[src/rtl/ifu_fetch_pkg.sv]
// Shared definitions for the instruction fetch stage: widths, reset PC and FSM encodings.
package ifu_fetch_pkg;
  localparam int XLEN      = 64;
  localparam int INST_W    = 32;
  localparam int InstWidth = INST_W;
  localparam logic [XLEN-1:0] RESET_PC = 64'h0000_0000_8000_0000;

  typedef enum logic [1:0] {
    S_REQ  = 2'd0,
    S_WAIT = 2'd1,
    S_OUT  = 2'd2
  } state_e;
endpackage

[src/rtl/ifu_fetch_if.sv]
// Bundle of the fetch stage's memory, redirect and decoder-facing handshakes.
interface ifu_fetch_if;
  import ifu_fetch_pkg::*;

  logic              imem_req_valid;
  logic              imem_req_ready;
  logic [XLEN-1:0]   imem_req_addr;
  logic              imem_rsp_valid;
  logic [INST_W-1:0] imem_rsp_data;
  logic              redirect_valid;
  logic [XLEN-1:0]   redirect_pc;
  logic              out_valid;
  logic              out_ready;
  logic [INST_W-1:0] out_inst;
  logic [XLEN-1:0]   out_pc;

  // master is the fetch stage itself; slave is the memory/execute/decoder side
  modport master (
    output imem_req_valid, imem_req_addr, out_valid, out_inst, out_pc,
    input  imem_req_ready, imem_rsp_valid, imem_rsp_data,
           redirect_valid, redirect_pc, out_ready
  );

  modport slave (
    input  imem_req_valid, imem_req_addr, out_valid, out_inst, out_pc,
    output imem_req_ready, imem_rsp_valid, imem_rsp_data,
           redirect_valid, redirect_pc, out_ready
  );
endinterface

[src/rtl/ifu_pc_reg.sv]
// Architectural PC: redirect beats increment; redirect targets are forced word aligned.
module ifu_pc_reg
  import ifu_fetch_pkg::*;
#(
  parameter logic [XLEN-1:0] RESET_ADDR = RESET_PC
) (
  input  logic            clk,
  input  logic            rst,
  input  logic            redirect,
  input  logic [XLEN-1:0] target,
  input  logic            incr,
  output logic [XLEN-1:0] pc
);

  always_ff @(posedge clk or posedge rst) begin
    if (rst)           pc <= RESET_ADDR;
    else if (redirect) pc <= {target[XLEN-1:2], 2'b00};
    else if (incr)     pc <= pc + XLEN'(4);
  end

endmodule

[src/rtl/ifu_fetch.sv]
// Non-prefetching fetch stage: one outstanding request, one instruction held for the decoder.
module ifu_fetch
  import ifu_fetch_pkg::*;
#(
  parameter logic [XLEN-1:0] RESET_ADDR = RESET_PC
) (
  input  logic        clk,
  input  logic        rst,
  ifu_fetch_if.master fetch
);

  state_e            state, state_nxt;
  logic              drop, drop_nxt;
  logic              incr, load_out, clr_out;
  logic [XLEN-1:0]   pc;
  logic              out_valid_q;
  logic [INST_W-1:0] out_inst_q;
  logic [XLEN-1:0]   out_pc_q;

  ifu_pc_reg #(.RESET_ADDR(RESET_ADDR)) u_pc (
    .clk      (clk),
    .rst      (rst),
    .redirect (fetch.redirect_valid),
    .target   (fetch.redirect_pc),
    .incr     (incr),
    .pc       (pc)
  );

  // rst gates the request directly so memory never sees a request during reset
  assign fetch.imem_req_valid = ~rst & (state == S_REQ) & ~fetch.redirect_valid;
  assign fetch.imem_req_addr  = pc;
  assign fetch.out_valid      = out_valid_q;
  assign fetch.out_inst       = out_inst_q;
  assign fetch.out_pc         = out_pc_q;

  always_ff @(posedge clk or posedge rst) begin
    if (rst) begin
      state       <= S_REQ;
      drop        <= 1'b0;
      out_valid_q <= 1'b0;
      out_inst_q  <= '0;
      out_pc_q    <= '0;
    end else begin
      state <= state_nxt;
      drop  <= drop_nxt;
      if (load_out) begin
        out_valid_q <= 1'b1;
        out_inst_q  <= fetch.imem_rsp_data;
        out_pc_q    <= pc;
      end else if (clr_out) begin
        out_valid_q <= 1'b0;
      end
    end
  end

  always_comb begin
    state_nxt = state;
    drop_nxt  = drop;
    incr      = 1'b0;
    load_out  = 1'b0;
    clr_out   = 1'b0;
    case (state)
      S_REQ: begin
        if (fetch.imem_req_valid && fetch.imem_req_ready) state_nxt = S_WAIT;
      end
      S_WAIT: begin
        if (fetch.redirect_valid) begin
          // a response landing with the redirect is stale and consumes the request
          if (fetch.imem_rsp_valid) begin
            drop_nxt  = 1'b0;
            state_nxt = S_REQ;
          end else begin
            drop_nxt  = 1'b1;
          end
        end else if (fetch.imem_rsp_valid) begin
          if (drop) begin
            drop_nxt  = 1'b0;
            state_nxt = S_REQ;
          end else begin
            load_out  = 1'b1;
            state_nxt = S_OUT;
          end
        end
      end
      S_OUT: begin
        if (fetch.redirect_valid) begin
          clr_out   = 1'b1;
          state_nxt = S_REQ;
        end else if (fetch.out_ready) begin
          clr_out   = 1'b1;
          incr      = 1'b1;
          state_nxt = S_REQ;
        end
      end
      default: state_nxt = S_REQ;
    endcase
  end

endmodule

[src/flat_wrapper.sv]
// flat-port wrapper written by rule: the top's interface ports become plain ports
module ifu_fetch_flat import ifu_fetch_pkg::*;
#(
  parameter logic [XLEN-1:0] RESET_ADDR = RESET_PC
)
  (clk, rst, fetch_imem_req_valid, fetch_imem_req_addr, fetch_out_valid, fetch_out_inst, fetch_out_pc, fetch_imem_req_ready, fetch_imem_rsp_valid, fetch_imem_rsp_data, fetch_redirect_valid, fetch_redirect_pc, fetch_out_ready);
  ifu_fetch_if fetch_i ();
  input  logic clk;
  input  logic rst;
  output wire logic [$bits(fetch_i.imem_req_valid)-1:0] fetch_imem_req_valid;
  output wire logic [$bits(fetch_i.imem_req_addr)-1:0] fetch_imem_req_addr;
  output wire logic [$bits(fetch_i.out_valid)-1:0] fetch_out_valid;
  output wire logic [$bits(fetch_i.out_inst)-1:0] fetch_out_inst;
  output wire logic [$bits(fetch_i.out_pc)-1:0] fetch_out_pc;
  input wire logic [$bits(fetch_i.imem_req_ready)-1:0] fetch_imem_req_ready;
  input wire logic [$bits(fetch_i.imem_rsp_valid)-1:0] fetch_imem_rsp_valid;
  input wire logic [$bits(fetch_i.imem_rsp_data)-1:0] fetch_imem_rsp_data;
  input wire logic [$bits(fetch_i.redirect_valid)-1:0] fetch_redirect_valid;
  input wire logic [$bits(fetch_i.redirect_pc)-1:0] fetch_redirect_pc;
  input wire logic [$bits(fetch_i.out_ready)-1:0] fetch_out_ready;
  assign fetch_imem_req_valid = fetch_i.imem_req_valid;
  assign fetch_imem_req_addr = fetch_i.imem_req_addr;
  assign fetch_out_valid = fetch_i.out_valid;
  assign fetch_out_inst = fetch_i.out_inst;
  assign fetch_out_pc = fetch_i.out_pc;
  assign fetch_i.imem_req_ready = fetch_imem_req_ready;
  assign fetch_i.imem_rsp_valid = fetch_imem_rsp_valid;
  assign fetch_i.imem_rsp_data = fetch_imem_rsp_data;
  assign fetch_i.redirect_valid = fetch_redirect_valid;
  assign fetch_i.redirect_pc = fetch_redirect_pc;
  assign fetch_i.out_ready = fetch_out_ready;
  ifu_fetch #(.RESET_ADDR(RESET_ADDR)) u_core (.clk(clk), .rst(rst), .fetch(fetch_i));
endmodule
[config.mk]
export PLATFORM = sky130hd
export DESIGN_NAME = ifu_fetch_flat
export DESIGN_NICKNAME = d
export VERILOG_FILES = /design/src/rtl/ifu_fetch_pkg.sv /design/src/rtl/ifu_fetch_if.sv /design/src/rtl/ifu_pc_reg.sv /design/src/rtl/ifu_fetch.sv /design/src/flat_wrapper.sv
export SDC_FILE = /design/constraint.sdc
export NUM_CORES = 1
export LEC_CHECK = 0
export ABC_AREA = 1
export BUFFER_PORTS_ARGS = -buffer_cell sky130_fd_sc_hd__buf_2
export CAP_MARGIN = 20
export CORE_ASPECT_RATIO = 0.7
export CORE_MARGIN = 4
export CORE_UTILIZATION = 26
export CTS_CLUSTER_SIZE = 30
export DETAILED_ROUTE_END_ITERATION = 12
export RECOVER_POWER = 100
export SYNTH_ARGS = -nofsm -noshare
export SYNTH_HDL_FRONTEND = slang
export SYNTH_SLANG_ARGS = --single-unit
[constraint.sdc]
create_clock -name clk -period 6.9 [get_ports clk]
set_input_delay 1.725 -clock clk [delete_from_list [all_inputs] [get_ports clk]]
set_output_delay 1.725 -clock clk [all_outputs]
set_load 0.02 [all_outputs]
==> impl_metrics.yaml, run 1 <==
outcome:
  outcome: "complete, but fails checks"
  violations: "capacitance limit, slew limit"
min_path:
  hold_path_class: "reg -> reg"
drt:
  detail_route.wl_per_cell_microns: 17.8
  antenna_left: 0
  wirelength_microns: 32700
  dr.pass1.iters: 5
  num_vias: 8477
  drt_iter0_markers: 731
  drc: 0
  viasPerCell: 4.60
critical_path:
  start_kind: "primary input"
  critPathArrivalTime_ns: 5.32
  crit_path_max_fanout: 79
  cp.required_ns: 7.23
  critPathKind: "in -> reg"
  end_kind: "register"
finish:
  fin_util_pct: 32.9
  fin_cells: 1842
  final_layout_size_suffix_gt1_share_pct: 13.7
  design_area_sq_um: 10700
  num-nets-final: 1505
  area_growth_syn_to_layout_pct: 24.4
  n_antenna_cell: 0
placement:
  dp.cells: 1810
  port-buffer-count: 257
  dp_slack_ns: 2.17
  placed_cell_area_sq_um: 10300
  dp_hpwl_microns: 25200
  place.gp.congestion: 0.932
sta:
  finalHoldViolations: 0
  min_period_ns: 4.99
  slew_violations: 194
  hold_ws_ns: 0.476
  finalCritPeriodShare_pct: 72.4
  worstMarginPinSlew_ns: 1.89
  relSlewSlack_pct: -26.0
  finClkSkew_ns: 0.0147
  rsz0062_at_grt: "no"
  tns_ns: 0
  fmax_mhz: 200
  setup_viol: 0
  setup_slack_ns: 1.91
die:
  chipWidth_microns: 225
  fp.dieH_microns: 160
  ios: 264
  num_rows: 55
  initial_core_util_pct: 26.5
  die_area_sq_um: 36100
  core-area_sq_um: 32500
synthesis:
  synth_ff_type: "dfrtp_1"
  yosys-top-cells-count: "nand2_1, nor2_1, dfrtp_1, inv_1, o21ai_0"
  async_flop_share_pct: 100
  ys_seq_elements: 160
  post-synth-top-count-cell: "nand2_1"
  synth_edf_count: 0
  yosysWarnings: 0
  synth.area.top_cells: "dfrtp_1, nand2_1, nor2_1"
  netlist_area_sq_um: 8590
  yosysSeqAreaShare_pct: 46.6
  ys_types: 34
  synth_top_area_share_pct: 46.3
  netlist.top_cell.by_area: "dfrtp_1"
  avgSynthCellArea_sq_um: 7.39
  synthCells: 1163
global_route:
  track_usage_pct: 17.8
  grt_pass1_vias: 8186
  antenna_found_initial: 0
  grt_pass1_wl_microns: 49400
  grt_max_degree: 80
  overflow: 0
cts:
  cts_resized: 0
  cts-hold-fix-buffers: 0
  cts.sinks: 160
  cts_buffer_depth: 2
  postCtsSetupBuffers: 0
  cts_tree: "yes"
  cts_max_level: 4
  clockRootBuffer: "clkbuf_16"
  clk_pin_slew_ns: 0.07
  insertion_delay_ns: 0.45
  cts_buffers: 17
flow_run:
  max-cap-violations: 3
power_and_ir_drop:
  p_total_mw: 3.68
  max-vdd-ir-drop_mv: 0.171
  power_leakage_nw: 5.13
  power_density_nw_per_um2: 345
==> power breakdown <==
part	total, mW	switching [mW]	internal (mW)
clock	1.05	0.424	0.630
sequential	1.46	0.221	1.24
combinational	1.17	0.829	0.342
==> path summary, 6_finish.rpt <==
check	from	to	slack [ns]	cells past startpoint
worst max-delay path	fetch_redirect_valid	u_core.u_pc.pc[40]$_DFFE_PP0N_	1.91	7
worst min-delay path	u_core.fetch.out_valid$_DFFE_PP0P_	u_core.fetch.out_valid$_DFFE_PP0P_	0.48	2
worst max register to register	u_core.state[1]$_DFFE_PP0P_	u_core.u_pc.pc[46]$_DFFE_PP0N_	4.16	7
worst min register to register	u_core.fetch.out_valid$_DFFE_PP0P_	u_core.fetch.out_valid$_DFFE_PP0P_	0.48	2
max in group asynchronous	rst	u_core.fetch.out_inst[23]$_DFFE_PP0P_	2.65	3
min in group asynchronous	rst	u_core.state[1]$_DFFE_PP0P_	1.71	2
==> cell families (layout without fill, tap and decap cells) <==
family,Yosys count,after routing,share of synthesized area [%]
AND/OR/NAND/NOR,650,650,30.8
flip-flops,160,160,46.6
other,1,4,0.0436
buffers and inverters,163,412,7.73
XOR/XNOR,4,4,0.408
adder cells (fa/ha/maj),1,1,0.146
AO/OA/AOI/OAI,146,146,9.26
multiplexers,38,38,4.98
==> cells in the final DEF (no fill, tap or decap), drive strengths merged, types with 2 or more instances in the layout <==
cell	count
xor2	4
a32o	4
buf	101
mux2	38
nor3	2
nand4	13
a211oi	2
o21ai	97
clkbuf	183
a32oi	3
dfrtp	159
a21oi	28
bufinv	4
nand3	67
conb	4
nand2	359
clkinv	5
clkinvlp	3
o31ai	2
nor2	208
inv	116
o211ai	8
==> critical path: stages <==
cell	delay [ns]
clkbuf_1	0.94
clkinv_2	0.93
clkbuf_2	1.09
nor2_1	0.36
nor2_1	0.08
nand2_1	0.09
nand2_1	0.06
==> area by class of cell <==
cell class | instances | area (sq um)
Clock inverter | 11 | 179
Multi-Input combinational cell | 843 | 3930
Fill cell | 3616 | 21800
Clock buffer | 21 | 460
Inverter | 117 | 442
Tap cell | 427 | 534
Timing Repair Buffer | 263 | 1140
Sequential cell | 160 | 4010
==> metal layers <==
| metal | global-route usage, % | routed length (microns) |
|---|---|---|
| met3 | 6.01 | 2840 |
| met5 | 0 | 0 |
| met1 | 26.0 | 15800 |
| met2 | 25.4 | 13700 |
| met4 | 3.98 | 425 |
==> state kept, by name (all words and copies together), names as in the netlist <==
register	cells
u_core.fetch.out_inst	32
u_core.u_pc.pc	62
u_core.drop	1
u_core.fetch.out_valid	1
u_core.state	2
u_core.fetch.out_pc	62
No activity file was read; power rests on OpenSTA's default activity.
==> inputs of run 2 (changes only) <==
ABC_AREA = 0   (was 1)
clock period = 4.39 ns   (was 6.9 ns; I/O delays follow)
==> impl_metrics.yaml, run 2 <==
power_and_ir_drop:
  power_density_nw_per_um2: 564
  pwr-share-clk_pct: 26.1
  switching_power_mw: 1.97
  p_int_mw: 3.29
  p_sw_share_pct: 37.4
  max-vdd-ir-drop_mv: 0.246
  p_comb_share_pct: 31.0
  power_leakage_nw: 3.76
  p_seq_share_pct: 42.9
cts:
  cts_buffer_depth: 2
  insertion_delay_ns: 0.43
  cts.sinks: 160
  cts_tree: "yes"
  clk_pin_slew_ns: 0.07
  cts-hold-fix-buffers: 0
  cts_max_level: 4
  clockRootBuffer: "clkbuf_16"
  postCtsSetupBuffers: 0
  cts_resized: 0
  cts_buffers: 17
min_path:
  hold_path_class: "reg -> reg"
placement:
  dp.cells: 1254
  port-buffer-count: 257
  place.gp.congestion: 0.782
  dp_hpwl_microns: 16600
critical_path:
  end_kind: "register"
  r2r-start: "u_core.state[0]$_DFFE_PP0P_"
  critPathArrivalTime_ns: 3.87
  start_kind: "primary input"
  worst_path_max_delay_cell: "or4b_1"
  r2r_slack_ns: 1.31
  slowest_delay_ns: 0.83
  endpoint: "u_core.u_pc.pc[61]$_DFFE_PP0N_"
  worstRegToRegCells: 5
  crit_chain: "clkbuf_1 -> nor2_1 -> clkbuf_1 -> or4_1 -> or4b_1 -> o311a_1 -> a211o_1"
  cp.required_ns: 4.70
  crit_path_max_fanout: 12
  crit_start: "fetch_redirect_valid"
  reg2reg_to: "u_core.u_pc.pc[61]$_DFFE_PP0N_"
  crit_top_cell: "clkbuf_1"
  critPathKind: "in -> reg"
global_route:
  grt_max_degree: 81
  overflow: 0
  track_usage_pct: 14.6
  grt_pass1_wl_microns: 35600
  grt_pass1_vias: 6126
  antenna_found_initial: 3
finish:
  final_common_cell: "clkbuf_1"
  num-nets-final: 1006
  fin_util_pct: 33.6
  area_growth_syn_to_layout_pct: 27.9
  final_layout_size_suffix_gt1_share_pct: 26.0
  final_cell_mix: "clkbuf_1, dfrtp_1, buf_2"
  fin_cells: 1287
outcome:
  violations: "capacitance limit, slew limit"
  outcome: "complete, but fails checks"
sta:
  relSlewSlack_pct: -56.0
  min_period_ns: 3.56
  finalCritPeriodShare_pct: 81.1
  worstMarginPinSlew_ns: 2.34
  setup_viol: 0
  rsz0062_at_grt: "no"
  finClkSkew_ns: 0.0135
  tns_ns: 0
  slew_violations: 193
  fmax_mhz: 281
  finalHoldViolations: 0
flow_run:
  max-cap-violations: 3
synthesis:
  yosysWarnings: 0
  post-synth-top-count-cell: "dfrtp_1"
  netlist.top_cell.by_area: "dfrtp_1"
  async_flop_share_pct: 100
  synth.area.top_cells: "dfrtp_1, mux2_2, nand2_1"
  synthCells: 649
  ys_seq_elements: 160
  ys_types: 38
  synth_ff_type: "dfrtp_1"
  synth_edf_count: 0
  synth_top_area_share_pct: 54.5
  netlist_area_sq_um: 7300
  avgSynthCellArea_sq_um: 11.2
  yosysSeqAreaShare_pct: 54.9
  yosys-top-cells-count: "dfrtp_1, mux2_2, nand2_1, o21ai_0"
drt:
  detail_route.wl_per_cell_microns: 17.5
  drc: 0
  num_vias: 6068
  dr.pass1.iters: 4
  drt_iter0_markers: 316
  viasPerCell: 4.71
  antenna_left: 0
  wirelength_microns: 22500
die:
  num_rows: 51
  fp.dieH_microns: 148
  initial_core_util_pct: 26.3
  ios: 264
  die_area_sq_um: 30900
  chipWidth_microns: 208
  core-area_sq_um: 27800
[run 2: cell count changes after synthesis, moves of 26 or more]
cell and delta:
inv_1 -110, a21oi_1 -26, nand2_1 -287, o21ai_0 -39
nand3_1 -44, nor2_1 -164, mux2_2 +57
[run 2: per-stage QoR]
step / worst slack [ns] / instance area, sq um / total power [mW] / hold WS (ns)
CTS: 1.08 / 9580 / 5.48 / 0.505
global route: 0.589 / 9330 / 5.59 / 0.520
finish: 0.829 / 9330 / 5.27 / 0.505
global placement: 0.673 / 9050 / 4.02 / 0.483
floorplan: 1.03 / 7310 / 3.36 / 0.493
detailed placement: 0.616 / 9050 / 4.07 / 0.489
[run 2: logic make-up after synthesis]
group                      count (synthesis)  synth area share (%)
adders and majority gates                  1                 0.171
xor gates and xnor gates                  31                  3.72
AOI/OAI and AO/OA                         91                  7.63
muxes                                     96                  14.8
and+or+nand+nor                          226                  16.2
other                                      1                0.0514
buffers and inverters                     43                  2.55
DFF                                      160                  54.9
[run 2: layout make-up]
cell class / instances / area, sq um
repair buffers: 270 / 1180
clock inverters: 10 / 65.1
diodes: 2 / 5.00
well taps: 371 / 464
flip-flops and latches: 160 / 4010
inverters: 5 / 20.0
clock buffers: 20 / 467
multi-input cells: 449 / 3120
fillers: 2887 / 18400
[run 2: power by group through the flow]
stage / clock network [mW] / registers, mW / logic [mW]
CTS: 1.44 / 2.25 / 1.80
global placement: 0 / 2.25 / 1.77
detailed placement: 0 / 2.27 / 1.80
floorplan: 0 / 2.84 / 0.516
finish: 1.38 / 2.26 / 1.63
global route: 1.49 / 2.33 / 1.77
[run 2: worst min path at each step]
stage                                                startpoint                                     to  slack [ns]  depth (start not counted)
after floorplan                         u_core.drop$_DFFE_PP0P_                u_core.drop$_DFFE_PP0P_        0.49                          2
after global placement    u_core.fetch.out_inst[29]$_DFFE_PP0P_  u_core.fetch.out_inst[29]$_DFFE_PP0P_        0.48                          1
after detailed placement  u_core.fetch.out_inst[18]$_DFFE_PP0P_  u_core.fetch.out_inst[18]$_DFFE_PP0P_        0.49                          1
after CTS                   u_core.fetch.out_pc[10]$_DFFE_PP0P_    u_core.fetch.out_pc[10]$_DFFE_PP0P_        0.51                          1
after global routing        u_core.fetch.out_pc[10]$_DFFE_PP0P_    u_core.fetch.out_pc[10]$_DFFE_PP0P_        0.52                          1
final                       u_core.fetch.out_pc[25]$_DFFE_PP0P_    u_core.fetch.out_pc[25]$_DFFE_PP0P_        0.50                          1
[run 2: critical path, delay by kind of cell]
family / cells / cell delay [ns]
AOI/OAI and AO/OA: 2 / 0.69
buffers and inverters: 2 / 0.40
and+or+nand+nor: 3 / 1.69
[run 2: layer usage]
| layer | vias to the layer above | global-route usage, % | routed length (microns) |
|---|---|---|---|
| li1 | 2897 | - | - |
| met1 | 2947 | 21.1 | 11000 |
| met2 | 198 | 21.0 | 9540 |
| met3 | 22 | 4.76 | 1650 |
| met4 | 4 | 3.81 | 288 |
| met5 | - | 0 | 21 |
